===== config.mk =====
export PLATFORM = sky130hd
export DESIGN_NAME = dreg_shift
export DESIGN_NICKNAME = d
export VERILOG_FILES = /design/src/rtl/dreg_shift.sv
export SDC_FILE = /design/constraint.sdc
export NUM_CORES = 1
export LEC_CHECK = 0
export ABC_AREA = 1
export CAP_MARGIN = 20
export CORE_ASPECT_RATIO = 1.2
export CORE_MARGIN = 2
export CORE_UTILIZATION = 42
export CTS_CLUSTER_DIAMETER = 80
export DETAILED_ROUTE_END_ITERATION = 10
export PLACE_DENSITY = 0.75
export SETUP_SLACK_MARGIN = 0.1
export SLEW_MARGIN = 20
export SYNTH_ARGS = -nofsm -noshare
export SYNTH_HDL_FRONTEND = slang
export SYNTH_SLANG_ARGS = --single-unit
export TNS_END_PERCENT = 10

===== constraint.sdc =====
create_clock -name CLK -period 2 [get_ports CLK]
set_input_delay 0.4 -clock CLK [delete_from_list [all_inputs] [get_ports CLK]]
set_output_delay 0.4 -clock CLK [all_outputs]
set_load 0.01 [all_outputs]

===== src/rtl/dreg_shift.sv =====
// WIDTH-bit edge-triggered register with hold/load/shift/rotate/clear modes,
// a saturating shift counter and a one-cycle completion pulse.
module dreg_shift #(
    parameter int unsigned WIDTH = 8
) (
    input  logic                             CLK,
    input  logic                             R,
    input  logic                             EN,
    input  logic [2:0]                       MODE,
    input  logic [WIDTH-1:0]                 D,
    input  logic                             SIL,
    input  logic                             SIR,
    output logic [WIDTH-1:0]                 Q,
    output logic                             SOR,
    output logic                             SOL,
    output logic [$clog2(WIDTH+1)-1:0]       CNT,
    output logic                             DONE
);

    localparam int unsigned CW = $clog2(WIDTH + 1);

    typedef enum logic [2:0] {
        M_HOLD = 3'b000,
        M_LOAD = 3'b001,
        M_SHR  = 3'b010,
        M_SHL  = 3'b011,
        M_ROR  = 3'b100,
        M_ROL  = 3'b101,
        M_CLR  = 3'b110,
        M_RSVD = 3'b111
    } mode_e;

    logic [WIDTH-1:0] q_nxt;
    logic [CW-1:0]    cnt_nxt;
    logic [CW-1:0]    cnt_inc;
    logic             done_nxt;
    logic             cnt_full;
    logic             cnt_last;

    // Counter saturates at WIDTH; DONE fires only on the WIDTH-1 -> WIDTH step.
    assign cnt_full = (CNT == CW'(WIDTH));
    assign cnt_last = (CNT == CW'(WIDTH - 1));
    assign cnt_inc  = cnt_full ? CNT : CNT + CW'(1);

    assign SOR = Q[0];
    assign SOL = Q[WIDTH-1];

    always_comb begin
        q_nxt    = Q;
        cnt_nxt  = CNT;
        done_nxt = 1'b0;
        if (EN) begin
            case (mode_e'(MODE))
                M_HOLD: ;
                M_LOAD: begin
                    q_nxt   = D;
                    cnt_nxt = '0;
                end
                M_SHR: begin
                    q_nxt    = {SIL, Q[WIDTH-1:1]};
                    cnt_nxt  = cnt_inc;
                    done_nxt = cnt_last;
                end
                M_SHL: begin
                    q_nxt    = {Q[WIDTH-2:0], SIR};
                    cnt_nxt  = cnt_inc;
                    done_nxt = cnt_last;
                end
                M_ROR:  q_nxt = {Q[0], Q[WIDTH-1:1]};
                M_ROL:  q_nxt = {Q[WIDTH-2:0], Q[WIDTH-1]};
                M_CLR: begin
                    q_nxt   = '0;
                    cnt_nxt = '0;
                end
                M_RSVD: ;
                default: ;
            endcase
        end
    end

    always_ff @(posedge CLK or negedge R) begin
        if (!R) begin
            Q    <= '0;
            CNT  <= '0;
            DONE <= 1'b0;
        end else begin
            Q    <= q_nxt;
            CNT  <= cnt_nxt;
            DONE <= done_nxt;
        end
    end

endmodule


; Yosys cells after proc, flatten, opt, wreduce, memory -nomap -nowiden
; Cells that the tools add are included.
[totals]
reg_bits = 13
in_bits = 16
[op_classes]
add_sub_neg = 1
n_eq_ne = 9
muxes = 5
n_reduce_logical = 6
[ops]
columns = cell, n
row1 = 8-bit case mux with 6 select lines, 1
row2 = "3-bit equality test, second input constant", 3
row3 = 4-bit case mux with 2 select lines, 1
row4 = "3-bit by 2-bit equality test with 1-bit output, second input constant", 2
row5 = 6-bit nonzero test, 1
row6 = "4-bit by 1-bit adder with 4-bit output, second input constant", 1
row7 = "4-bit by 3-bit equality test with 1-bit output, second input constant", 1
row8 = "4-bit equality test, second input constant", 1
row9 = 4-bit 2-to-1 mux, 1
row10 = 2-bit OR reduction, 2
row11 = "3-bit by 1-bit equality test with 1-bit output, second input constant", 1
row12 = 3-bit AND reduction, 1
row13 = 1-bit 2-to-1 mux, 2
row14 = "2-bit != test, second input constant", 1
row15 = 2-bit AND reduction, 1
row16 = 2-bit nonzero test, 1

; Depth between registers and ports, before layout
[logic_depth]
depth_word = 4
mapped_depth = 9
depth_no_buf = 8

; Worst setup path after synthesis
; OpenSTA, ideal clock, no wires.
[synth_path]
kind = register to register
start = register CNT[0]
end = register CNT[3]
t_arrival_ns = 1.117
required_time_ns = 1.877
slack_ns = 0.761
path_stages_with_launch = 9
path_buffers = 0
path_cell_list = dfrtp_1 > inv_1 > ha_1 > nand3_1 > nor2_1 > nor2_2 > nand2_2 > nand2_1 > o21ai_1
[synth_via]
elab_chain_cells = 3
elab_cells_between_ends = 6
cone_classes = add/sub: 1 / eq/ne: 2 / mux: 2 / reduce/logical: 1
[synth_rtl]
columns = item, line_no
row1 = start: declaration, 16  ; output logic [$clog2(WIDTH+1)-1:0] CNT,
row2 = start signal: assignment, 88  ; CNT <= cnt_nxt;
row3 = 4-bit by 1-bit adder with 4-bit output or 4-bit equality test (tied branches), "43, 41"
row4 = 4-bit 2-to-1 mux or 2-bit != test (tied branches), n/a
row5 = 4-bit case mux with 2 select lines or 3-bit AND reduction (tied branches), n/a
; Several ways; a longest one is shown, not always the timed one. The select of a mux whose other input is x is not followed.
; A chain may end at the register's enable or synchronous reset.

; Worst setup path in the final report
[layout_path]
start = register CNT[2]
end = output port CNT[2]
; No word-level cell between the ends.

==> summary.txt <==
Die
  – I/O Pins: 31
  – Die Y-Extent: 54.7 um
  – Die width: 46.3 um
  – FP Rows: 18
  – Starting Density: 44.0%
  – Die area: 2530 um^2
  – Core area: 2050 um^2

Worst setup path
  – Worst Reg-to-Reg Cells: 8
  – Highest net fanout along the worst path: 8
  – Critical Path Stages: 1
  – Slowest CP cell: clkdlybuf4s50_1
  – Reg2reg end: CNT[3]$_DFFE_PN0P_
  – Crit path buf inv count: 1
  – Critical Path End Type: primary output
  – CP Launch Point: CNT[2]$_DFFE_PN0P_
  – Worst path max stage delay: 0.59 ns
  – Crit path capture: CNT[2]
  – RR Startpoint: CNT[0]$_DFFE_PN0P_
  – Crit Path Class: flip-flop to primary output
  – WP data arrival: 1.32 ns
  – CP Cell Sequence: clkdlybuf4s50_1
  – Worst Setup Start Kind: flip-flop
  – WP data required: 1.60 ns
  – Reg2Reg Setup Slack: 0.64 ns
  – Cell family with most CP delay: buffers and inverters

Power and ir drop
  – Lkg Pwr: 0.599 nW
  – Sw Share: 36.0%
  – Register share of total power: 42.4%
  – Psw: 333 uW
  – Comb power frac: 39.7%
  – Peak VDD IR: 0.390 mV
  – Internal power: 592 uW
  – Pwr Total: 925 uW
  – Pwr Density: 754 nW/um^2
  – Clock power frac: 17.9%

Global routing
  – First-pass GRT wire length: 3570 um
  – Vias in the first global route: 867
  – Largest net degree at the start of global routing: 14
  – Global Route Usage Sum: 19.8%
  – Initial antenna violation count: 0
  – GRT overflow: 0

Clock tree
  – CTS resizes: 0
  – Post-CTS setup buffers: 0
  – CTS Hold Bufs: 0
  – CTS root buf: clkbuf_4
  – Skew-Pair Late Insertion Delay: 0.28 ns
  – CTS tree: yes
  – Clock Tree Buf Depth: 2
  – H-tree depth: 1
  – CTS Sinks: 13
  – Worst-path clk slew: 0.09 ns
  – CTS Buf Count: 3

Yosys
  – Post-synth EDFFs: 0
  – Mean Syn Cell Area: 6.67 um^2
  – Seq/Total Area, Yosys: 36.1%
  – FFs w/ async S/R, synth: 100%
  – Most common flop cell mapped by yosys: dfrtp_1
  – Synth unique cells: 19
  – Syn Inst Count: 135
  – Post-synth top area share: 36.1%
  – Synth top area cells: dfrtp_1 (36%), nand2_1 (24%), nand3_1 (10%)
  – Yosys reg bits: 13
  – Synthesized Nets: 153
  – Synth Warn #: 0
  – Largest area contributor in the netlist: dfrtp_1
  – Mapped Area: 901 um^2
  – Most frequent cell after synthesis: nand2_1
  – Synth top cells by count: nand2_1 (57), nand3_1 (18), dfrtp_1 (13)

Timing
  – Setup TNS: 0 ns
  – Clock skew: 0.0157 ns
  – RSZ-0062 raised after global routing: no
  – Worst-margin pin slew: 0.608 ns
  – Crit path time final: 1.72 ns
  – Final setup viols: 0
  – Final Max Tran Viols: 0
  – Worst slew margin: 59.3%
  – Final hold violation count: 0
  – Final Cycle Share: 86.2%
  – Achievable Freq: 580 MHz

Route
  – DRT antenna net count: 0
  – Drt pass-1 iters: 4
  – DR vias: 927
  – Total Wirelength: 2160 um
  – Wire length per cell: 11.1 um
  – Vias per cell: 4.75
  – DRC errors left: 0
  – DR iter-0 viols: 29

Worst hold path
  – Hold Path Class: input port to async pin

Placement
  – Placed insts: 191
  – # port buffers: 30
  – HPWL after detailed placement: 1670 um
  – DP Area: 1200 um^2
  – Placer congestion estimate: 0.868

Flow run
  – Max Cap Violations: 0

Final layout
  – Post-route insts no fill: 195
  – Final Cell Area: 1230 um^2
  – FILL cells: 201
  – # nets final: 184
  – Antenna cells: 0
  – Layout cells sized above 1: 10.3%
  – P&R area growth vs syn: 36.3%

Outcome
  – Outcome: finished clean
area by class of cell:
type,count,area [um^2],area share [%]
flip-flops and latches,13,325,26.5
multi-input cells,105,485,39.6
repair buffers,31,308,25.1
well taps,30,37.5,3.06
clock buffers,4,26.3,2.14
inverters,12,45.0,3.67
layout by cell type (no fill, tap or decap), types with 2 or more instances in the layout:
cell,instances
nand2_1,57
nand2_2,4
nand3_1,18
o21ai_1,4
clkbuf_4,3
ha_1,2
nor2_1,9
inv_2,4
clkdlybuf4s50_1,30
nand4_1,4
dfrtp_1,13
inv_1,8
routing by layer:
metal	track usage [%]	routed length [um]
met1	24.3	918
met2	33.3	1110
met3	3.96	115
met4	7.62	12
met5	0	0
worst min-delay path by stage:
stage / slack, ns / endpoint
final: 0.49 / Q[0]$_DFFE_PN0P_
after global routing: 0.55 / Q[6]$_DFFE_PN0P_
after CTS: 0.53 / Q[0]$_DFFE_PN0P_
after detailed placement: 0.53 / Q[6]$_DFFE_PN0P_
after global placement: 0.52 / Q[4]$_DFFE_PN0P_
after floorplan: 0.10 / CNT[0]$_DFFE_PN0P_
through the flow:
| step | utilization [%] | hold WS [ns] | setup slack, ns |
|---|---|---|---|
| final | 59.9 | 0.493 | 0.277 |
| after global placement | 58.6 | 0.519 | 0.162 |
| after floorplan | - | 0.104 | 0.761 |
| after global routing | 59.9 | 0.550 | 0.180 |
| after CTS | 59.9 | 0.528 | 0.261 |
| after detailed placement | 58.6 | 0.525 | 0.116 |
registers in the layout (all words and copies together), names as in the netlist:
name	cells
Q	8
DONE	1
CNT	4
power by group through the flow:
stage	sequential [mW]	combinational [mW]	clock (mW)
after floorplan	0.407	0.171	0
after global placement	0.396	0.365	0
after detailed placement	0.396	0.369	0
after CTS	0.392	0.371	0.172
after global routing	0.405	0.410	0.190
final	0.392	0.367	0.166
cell families after synthesis:
family	Yosys count	synth area share, %
buffers and inverters	17	10.0
DFF	13	36.1
adders and majority gates	2	2.78
and+or+nand+nor	97	47.4
AOI/OAI and AO/OA	6	3.75
Power figures use the tool's default switching activity.
